**src/rtl/mem_copy_pkg.sv**
```systemverilog
// Shared widths and FSM state type for the word-copy DMA.
package mem_copy_pkg;
  localparam int ADDR_W = 16;
  localparam int DATA_W = 16;
  localparam int DEPTH  = 4096;
  localparam int IDX_W  = 12;
  localparam int LEN_W  = IDX_W + 1;

  typedef enum logic [1:0] {
    S_IDLE,
    S_READ,
    S_WRITE,
    S_DONE
  } state_e;
endpackage

```
**src/rtl/mem_copy_dma.sv**
```systemverilog
// Single-port memory copy engine: one read then one write per word,
// ascending order, addresses wrap modulo DEPTH.
module mem_copy_dma #(
  parameter int ADDR_W = mem_copy_pkg::ADDR_W,
  parameter int DATA_W = mem_copy_pkg::DATA_W,
  parameter int DEPTH  = mem_copy_pkg::DEPTH
) (
  input  logic                           clk,
  input  logic                           rst_n,
  input  logic                           start,
  input  logic [ADDR_W-1:0]              src_addr,
  input  logic [ADDR_W-1:0]              dst_addr,
  input  logic [mem_copy_pkg::LEN_W-1:0] length,
  output logic                           busy,
  output logic                           done,
  output logic [ADDR_W-1:0]              mem_address,
  output logic [DATA_W-1:0]              mem_in,
  output logic                           mem_load,
  input  logic [DATA_W-1:0]              mem_out
);
  import mem_copy_pkg::*;

  state_e             state_q, state_d;
  logic [IDX_W-1:0]   i_q, i_d;
  logic [IDX_W-1:0]   src_q, src_d;
  logic [IDX_W-1:0]   dst_q, dst_d;
  logic [LEN_W-1:0]   len_q, len_d;
  logic [DATA_W-1:0]  data_q, data_d;
  logic [IDX_W-1:0]   addr_lo;

  always_ff @(posedge clk or negedge rst_n) begin
    if (!rst_n) begin
      state_q <= S_IDLE;
      i_q     <= '0;
      src_q   <= '0;
      dst_q   <= '0;
      len_q   <= '0;
      data_q  <= '0;
    end else begin
      state_q <= state_d;
      i_q     <= i_d;
      src_q   <= src_d;
      dst_q   <= dst_d;
      len_q   <= len_d;
      data_q  <= data_d;
    end
  end

  always_comb begin
    state_d  = state_q;
    i_d      = i_q;
    src_d    = src_q;
    dst_d    = dst_q;
    len_d    = len_q;
    data_d   = data_q;
    busy     = 1'b0;
    done     = 1'b0;
    mem_load = 1'b0;
    addr_lo  = '0;
    unique case (state_q)
      S_IDLE: begin
        if (start) begin
          src_d = src_addr[IDX_W-1:0];
          dst_d = dst_addr[IDX_W-1:0];
          len_d = (length > LEN_W'(DEPTH)) ? LEN_W'(DEPTH) : length;
          i_d   = '0;
          state_d = (length != '0) ? S_READ : S_DONE;
        end
      end
      S_READ: begin
        busy    = 1'b1;
        addr_lo = src_q + i_q;
        data_d  = mem_out;
        state_d = S_WRITE;
      end
      S_WRITE: begin
        busy     = 1'b1;
        mem_load = 1'b1;
        addr_lo  = dst_q + i_q;
        i_d      = i_q + IDX_W'(1);
        // i is one short of LEN_W, so compare in the wider width
        state_d  = ({1'b0, i_q} + LEN_W'(1) == len_q) ? S_DONE : S_READ;
      end
      S_DONE: begin
        done    = 1'b1;
        state_d = S_IDLE;
      end
      default: state_d = S_IDLE;
    endcase
  end

  assign mem_address = {{(ADDR_W-IDX_W){1'b0}}, addr_lo};
  assign mem_in      = data_q;
endmodule

```
**config.mk**
```make
export PLATFORM = sky130hd
export DESIGN_NAME = mem_copy_dma
export DESIGN_NICKNAME = d
export VERILOG_FILES = /design/src/rtl/mem_copy_pkg.sv /design/src/rtl/mem_copy_dma.sv
export SDC_FILE = /design/constraint.sdc
export NUM_CORES = 1
export LEC_CHECK = 0
export ABC_AREA = 1
export CORE_MARGIN = 3
export CORE_UTILIZATION = 49
export DETAILED_ROUTE_END_ITERATION = 7
export HOLD_SLACK_MARGIN = 0.12
export PLACE_DENSITY = 0.88
export SLEW_MARGIN = 0
export SYNTH_ARGS = -nofsm -noshare
export SYNTH_HDL_FRONTEND = slang
export SYNTH_SLANG_ARGS = --single-unit
```
**constraint.sdc**
```tcl
create_clock -name clk -period 2.8 [get_ports clk]
set_input_delay 0.28 -clock clk [delete_from_list [all_inputs] [get_ports clk]]
set_output_delay 0.28 -clock clk [all_outputs]
set_load 0.005 [all_outputs]
```
### Word level (Yosys, flattened, before mapping)

Index checks and enable logic that the tools add are counted.

| cells by class | value |
|---|---|
| reductions and logical operators | 6 |
| order comparisons | 1 |
| $add $sub $neg | 4 |
| eq/ne operators | 5 |
| muxes and demuxes | 11 |

Operators with widths:

| cell | number |
|---|---|
| one-hot mux 12 bit (2 select lines) | 2 |
| adder 12 bit | 2 |
| adder 12 x 1 -> 13 bit (second input constant) | 1 |
| equality test 13 bit | 1 |
| greater-than comparator 13 bit (second input constant) | 1 |
| 2-to-1 mux 13 bit | 1 |
| nonzero test 13 bit | 1 |
| adder 12 x 1 -> 12 bit (second input constant) | 1 |
| 2-to-1 mux 12 bit | 1 |
| one-hot mux 2 bit (4 select lines) | 1 |
| 2-to-1 mux 2 bit | 3 |
| equality test 2 bit (second input constant) | 2 |
| AND reduction 2 bit | 2 |
| 2-to-1 mux 1 bit | 3 |
| equality test 2 x 1 -> 1 bit (second input constant) | 1 |
| zero test 2 bit | 1 |
| != test 2 bit (second input constant) | 1 |
| nonzero test 2 bit | 1 |
| OR reduction 2 bit | 1 |

| word-level totals | value |
|---|---|
| flip-flop bits (word level) | 67 |
| output and inout bits | 35 |
| logic and storage cells | 33 |
| bits of input ports | 64 |

### Logic depth before layout (Yosys ltp)

Gate-level depths: netlist (run 1).

| depth | value |
|---|---|
| depth in word-level cells | 4 |
| mapped depth | 15 |
| gate-level depth less buffers | 14 |

### Least setup slack after synthesis (run 1)

OpenSTA, ideal clock, no wires.

| timing path | value |
|---|---|
| path type | register -> output |
| start | reg state_q[0] |
| end | out mem_address[8] |
| stages on the path, launching flop included | 15 |
| buffers on the path | 1 |
| required time | 2.520 ns |
| arrival time | 2.322 ns |
| path slack | 0.198 ns |
| cells stage by stage | dfrtp_1 > inv_1 > ha_1 > inv_1 > clkbuf_1 > nand2_1 > nand2_1 > ha_1 > inv_1 > fa_1 > inv_1 > a21oi_1 > o21bai_1 > o21ai_0 > a21oi_1 |

| between the ends | value |
|---|---|
| cells in the longest elaborated chain, start to end | 2 |
| elaborated cells between the ends (all ways) | 3 |
| those cells by class | eq/ne: 2; mux: 1 |

RTL lines:

| element | line | source |
|---|---|---|
| start: declaration | mem_copy_dma.sv:23 | `state_e state_q, state_d;` |
| start signal: assignment | mem_copy_dma.sv:40 | `state_q <= state_d;` |
| equality test 2 bit / equality test 2 x 1 -> 1 bit (equally long branches) | mem_copy_dma.sv:60 | `unique case (state_q)` |
| one-hot mux 12 bit (2 select lines) * | mem_copy_dma.sv:60 |  |
| end: declaration | mem_copy_dma.sv:16 | `output logic [ADDR_W-1:0] mem_address,` |

Every way passes the cells marked *; elsewhere a longest branch is shown, timed or not.

### Final worst setup path (run 1)

| timing path | value |
|---|---|
| start | reg state_q[1] |
| end | out mem_address[9] |

Same word-level chain as after synthesis.

==> results of run 1 <==
path summary, 6_finish.rpt:
path	startpoint	end	slack, ns	cells after the start
max	state_q[1]	mem_address[9]	-0.18	15
min	rst_n	dst_q[10]	0.10	1
max reg2reg	state_q[0]	i_q[6]	0.14	8
min reg2reg	mem_in[11]	mem_in[11]	0.48	2
max in group asynchronous	rst_n	len_q[10]	1.92	2
min in group clk	src_addr[8]	src_q[8]	0.46	3
critical path, stage by stage (launching register included):
cell	delay, ns
dfrtp_1	0.41
ha_4	0.20
buf_4	0.15
buf_12	0.13
nand2_4	0.07
nand2_4	0.07
ha_4	0.26
a21oi_2	0.13
nand2_2	0.08
buf_4	0.14
a21oi_2	0.15
nor2_1	0.07
nor2_1	0.13
xor2_1	0.16
nor2_1	0.06
buf_2	0.12
report_power, final:
part | switching [mW] | internal [mW]
Clock | 0.413 | 0.417
Combinational | 1.77 | 1.51
Sequential | 0.275 | 1.36
cell type report:
class | count | share of cell area (%)
inverters | 47 | 3.18
multi-input cells | 394 | 39.5
well taps | 99 | 2.17
clock buffers | 9 | 2.17
flip-flops and latches | 67 | 29.4
clock inverters | 7 | 1.34
repair buffers | 140 | 22.1
repair inverters | 1 | 0.132
timing repair:
action | CTS | global route
endpoints found under the setup margin | 11 | 12
pin swaps | 25 | 38
resized for setup | 73 | 62
setup buffers | 17 | 10
cloned | 2 | 0
kinds of logic (layout without fill, tap and decap cells):
logic type,Yosys count,after routing
buf+inv,64,204
simple gates,310,310
xor+xnor,8,8
fa+ha+maj,17,17
compound gates,55,55
other cells,1,4
flops,67,67
state kept, by name, indices dropped and copies added (netlist names):
| name | count |
|---|---|
| mem_in | 16 |
| len_q | 13 |
| dst_q | 12 |
| i_q | 12 |
| src_q | 12 |
| state_q | 2 |
Yosys cell counts, drive strengths merged (2+ instances only):
cell	number	area share [%]
o21bai	2	0.39
dfrtp	67	44
nand4	7	1.1
inv	45	4.4
nand3	37	5.0
nand2	233	23
buf	5	0.88
nor4	3	0.49
clkinv	2	0.20
o22ai	8	1.3
ha	16	5.2
a21oi	16	2.1
o21ai	26	3.4
xor2	7	1.6
clkbuf	12	1.2
nor2	28	3.5
stage by stage:
| stage | setup WS [ns] | utilization (%) | TNS, ns | area (sq um) | power [mW] |
|---|---|---|---|---|---|
| finish | -0.176 | 77.0 | -1.10 | 5710 | 5.74 |
| global route | -0.370 | 77.0 | -2.06 | 5710 | 6.09 |
| CTS | -0.136 | 74.3 | -0.563 | 5510 | 5.24 |
| detailed placement | -0.250 | 66.7 | -1.17 | 4940 | 4.10 |
| global placement | -0.121 | 66.7 | -0.336 | 4940 | 4.00 |
| floorplan | 0.198 | - | 0 | 3830 | 2.85 |
layer usage:
metal	wire length, um	global-route usage (%)	part of all wire, %
met5	0	0	0
met3	1170	6.81	8.9
met1	4820	33.3	37
met2	6380	47.7	49
met4	772	9.39	5.9
==> flow_summary.toml, run 1 <==
[sta]
min_period_ns = 2.98
fin_ws_ns = -0.176
unrepaired_setup_endpoints_after_global_routing = "true"
slew_headroom_pct = 15.4
total_setup_violations_reported_at_the_end_of_the_flow = 10
finalHoldWorstSlack_ns = 0.102
clock.fmax_ghz = 0.336
tightest_slew_ns = 1.26
finClkSkew_ns = 0.00800
timing.final.max_slew_violations = 0
finalHoldViolations = 0
min_period_over_period_pct = 106

[logic_synthesis]
synth.ff_latch_count = 67
synth.lib_cells_used.distinct = 31
compound_gate_fraction_of_synth_area_pct = 7.77
postSynthCellCount = 522
yosysWarningCount = 0
synth-edff-count = 0
synthAdderAreaFrac_pct = 5.77
combinational_family_with_the_most_area_after_synthesis = "simple AND/OR/NAND/NOR gates"
mux_cell_area_share_after_synthesis_pct = 0
post_synth_xor_area_fraction_pct = 2.20
synth_simple_gate_area_share_pct = 33.6
synth.yosys.seq_area_share_pct = 43.9
postSynth.asyncResetShare_pct = 100
syn_area_sq_um = 3820
yosys_most_used_dff = "dfrtp_1"
synth.avg_cell_area_sq_um = 7.31

[power]
total_leakage_power_nw = 2.75
peakVddDrop_uv = 606
power-per-cell-area_nw_per_um2 = 1010

[finish]
number_of_fill_cells = 449
fin_nets = 741
insertedDiodeCount = 0
mostFrequentLayoutCells = "208 x nand2_1, 74 x clkdlybuf4s50_1, 67 x dfrtp_1"
regArea_sq_um = 1680
flow.area_growth_from_synthesis_pct = 49.5
final_common_cell = "nand2_1"
post_layout_nonfiller_instances = 764
multi_input_comb_area_sq_um = 2250
post_route_cells_drive_above_1_share_pct = 23.2

[die]
fp.dieW_um = 94.3
floorplan.die_area_sq_um = 8890
core_area_sq_um = 7410
floorplan.initialDensity_pct = 51.5
die_y_um = 94.3
std_cell_rows = 31
io_pins = 99

[status]
violated_checks = "setup timing"
run_status = "finished, violations left"

[global_routing]
antenna_found_initial = 0
grt_util_all_layers_pct = 27.5
global_route_wire_length_before_repair_mm = 19.1
grt_start_max_net_pins = 46
globalRoute.totalOverflow = 0
vias_in_the_first_global_route = 4088

[route]
route.antenna.remaining_nets = 0
dr.pass1.iters = 6
drc = 0
wirelength_mm = 13.1
num_vias = 4367
number_of_design_rule_violations_left_by_the_first_detailed_router_iteration = 451
routed_via_density = 5.72
drt-wirelength-per-cell_um = 17.2

[worst_setup_path]
required_ns = 2.52
timing_worst_setup_path_type = "reg2out"
crit_path_max_fanout = 5
worstSetupStartpointType = "flop"
worstPathArrival_ns = 2.70
critPathCaptureType = "output pin"

[placement]
gp_routability_congestion = 0.916
dp_cell_count = 721
post-dp-hpwl_mm = 7.72
port_buffers = 86

[cts]
cts_buffers = 9
cts_max_path_buffers = 2
cts_tree = "done"
insertion_delay_ns = 0.36
cts_max_level = 3
clkSlewWorstSetupHoldPaths_ns = 0.08
cts.root.buffer_cell = "clkbuf_8"
cts-hold-fix-buffers = 0
clock_sink_count = 67

[worst_hold_path]
hp-class = "in2async"

[flow_run]
cap_viol_max_count = 0
Power figures use the tool's default switching activity.
==> run 2, diff against run 1 <==
- REMOVE_ABC_BUFFERS: not set -> 1
==> run 2 against run 1 <==
  * The flow still finishes with violations (setup timing)
  * Setup slack gained 0.051 ns
  * Combinational power fell by 9.1%
  * Clock power decreased by 10%
  * Clock skew is 0.0029 ns higher
  * Worst hold slack better by 0.34 ns
  * Final cell count fell by 2.6%
  * Total power is 6.7% lower
  * Flip-flop and latch count unchanged
  * Die area unchanged
  * Count of clock-buffer cells in the layout is 1 higher
  * Critical endpoint is now mem_address[8]
==> flow_summary.toml, run 2 (synthesis gave the netlist of run 1 again) <==
[placement]
post_dp_cell_area_sq_um = 4920
dp_cell_count = 717
post-dp-hpwl_mm = 7.79
port_buffers = 86
gp_routability_congestion = 0.940

[power]
power-per-cell-area_nw_per_um2 = 973
total_leakage_power_nw = 2.65
power_frac_seq_pct = 30.4
power_frac_comb_pct = 55.6
clock_power_share_pct = 13.9
peakVddDrop_uv = 718
p_sw_mw = 2.32
p_total_mw = 5.36
switching_share_pct = 43.3
p_int_mw = 3.04

[finish]
post_route_cells_drive_above_1_share_pct = 18.9
mostFrequentLayoutCells = "211 x nand2_1, 74 x clkdlybuf4s50_1, 67 x dfrtp_1"
post_layout_nonfiller_instances = 744
flow.area_growth_from_synthesis_pct = 44.2
largest_register_ffs = 16
insertedDiodeCount = 0
final_common_cell = "nand2_1"
fin_nets = 721
finalInstanceArea_sq_um = 5510

[worst_setup_path]
timing.critical_path.depth = 14
rrSetupSlack_ns = 0.59
critical-path-top-cell-by-count = "inv_2"
timing.critical_path.slowest_cell_delay_ns = 0.40
r2r_end = "len_q[4]"
worstPathArrival_ns = 2.64
cp-endpoint = "mem_address[8]"
crit_path_max_fanout = 5
timing_worst_setup_path_type = "reg2out"
top_delay_family_on_crit_path = "adder cells"
crit_start = "state_q[0]"
critPathSlowestCell = "dfrtp_1"
critPathCaptureType = "output pin"
reg2reg_from = "state_q[0]"
required_ns = 2.52
worst-path-buf-inv = 5
worstSetupStartpointType = "flop"
depth_of_the_worst_register_to_register_path = 8
critical_path.cell_chain = "inv_2, ha_4, buf_8, nand2_2, nand2_1, ha_2, inv_2, fa_2, inv_2, a21oi_2, o21bai_1, o21ai_1, a21oi_1, buf_2"

[global_routing]
grt_start_max_net_pins = 46
grt_util_all_layers_pct = 25.7
vias_in_the_first_global_route = 3841
global_route_wire_length_before_repair_mm = 17.8
globalRoute.totalOverflow = 0
antenna_found_initial = 0

[cts]
clock_sink_count = 67
cts_max_level = 3
cts.root.buffer_cell = "clkbuf_8"
clkSlewWorstSetupHoldPaths_ns = 0.08
insertion_delay_ns = 0.37
cts_buffers = 9
cts_max_path_buffers = 2
cts_tree = "done"

[status]
run_status = "finished, violations left"
violated_checks = "setup timing"

[sta]
finalHoldViolations = 0
min_period_over_period_pct = 104
total_setup_violations_reported_at_the_end_of_the_flow = 7
slew_headroom_pct = 45.8
clock.fmax_ghz = 0.342
min_period_ns = 2.92
finalHoldWorstSlack_ns = 0.445
unrepaired_setup_endpoints_after_global_routing = "true"
timing.final.max_slew_violations = 0
fin_ws_ns = -0.124
finClkSkew_ns = 0.0109
tightest_slew_ns = 0.814

[route]
drt-wirelength-per-cell_um = 15.9
routed_via_density = 5.33
num_vias = 3969
dr.pass1.iters = 5
route.antenna.remaining_nets = 0
wirelength_mm = 11.8
drc = 0
number_of_design_rule_violations_left_by_the_first_detailed_router_iteration = 300

[worst_hold_path]
holdCritStartpoint = "dst_addr[11]"
hp-class = "in2reg"

[die]
die_y_um = 94.3
fp.dieW_um = 94.3
std_cell_rows = 31
floorplan.initialDensity_pct = 51.5
core_area_sq_um = 7410
io_pins = 99
floorplan.die_area_sq_um = 8890

[flow_run]
cap_viol_max_count = 0
==> run 2: cell count changes in the layout (fill, tap and decap cells not counted), moves of 3 or more <==
cell,delta
buf_4,-18
a21oi_2,-5
a21oi_4,+3
nand2_1,+3
nand2_2,-3
==> run 2: stage by stage <==
step | util [%] | setup TNS (ns) | worst slack (ns)
final | 74.3 | -0.507 | -0.124
after global routing | 74.3 | -1.18 | -0.217
after CTS | 71.5 | -0.0388 | -0.0328
after global placement | 66.4 | -0.528 | -0.143
after detailed placement | 66.4 | -1.24 | -0.249
after floorplan | - | 0 | 0.122
==> run 2: final cells by class <==
cell class	count	area, sq um
Inverter	47	185
Timing Repair Buffer	121	1120
Clock buffer	10	128
Sequential cell	67	1680
Multi-Input combinational cell	394	2220
Tap cell	99	124
Fill cell	518	1900
Clock inverter	6	48.8
==> run 2: worst register-to-register path, delay by kind of cell, from the launching register on <==
kind            cells  cell delay [ns]
compound gates      1             0.11
fa+ha+maj           1             0.21
buf+inv             4             0.93
flops               1             0.37
simple gates        2             0.45
==> run 2: routing by layer <==
metal / vias to the layer above / part of all wire [%] / global-route usage [%]
li1: 1894 / - / -
met1: 1825 / 41 / 33.6
met2: 203 / 48 / 41.5
met3: 47 / 7.6 / 5.85
met4: 0 / 3.4 / 9.87
met5: - / 0 / 0
==> run 2: worst min-delay path by stage <==
stage,slack (ns),cells past startpoint,to
global route,0.45,3,mem_in[8]
floorplan,-0.02,0,dst_q[0]
global placement,0.40,1,dst_q[4]
finish,0.45,3,dst_q[11]
CTS,0.43,3,mem_in[4]
detailed placement,0.41,1,dst_q[4]
==> run 2: what timing repair did <==
item,CTS,global route
resized for setup,73,47
setup endpoints to repair,11,9
pin swaps,14,32
hold buffers,1,0
hold endpoints to repair,34,0
buffers inserted,7,3
gates cloned,1,0
==> run 2: power by group through the flow <==
stage	sequential, mW	clock [mW]	combinational (mW)
finish	1.63	0.747	2.98
global route	1.67	0.783	3.24
CTS	1.60	0.753	2.64
detailed placement	1.60	0	2.49
global placement	1.59	0	2.39
floorplan	1.56	0	1.25
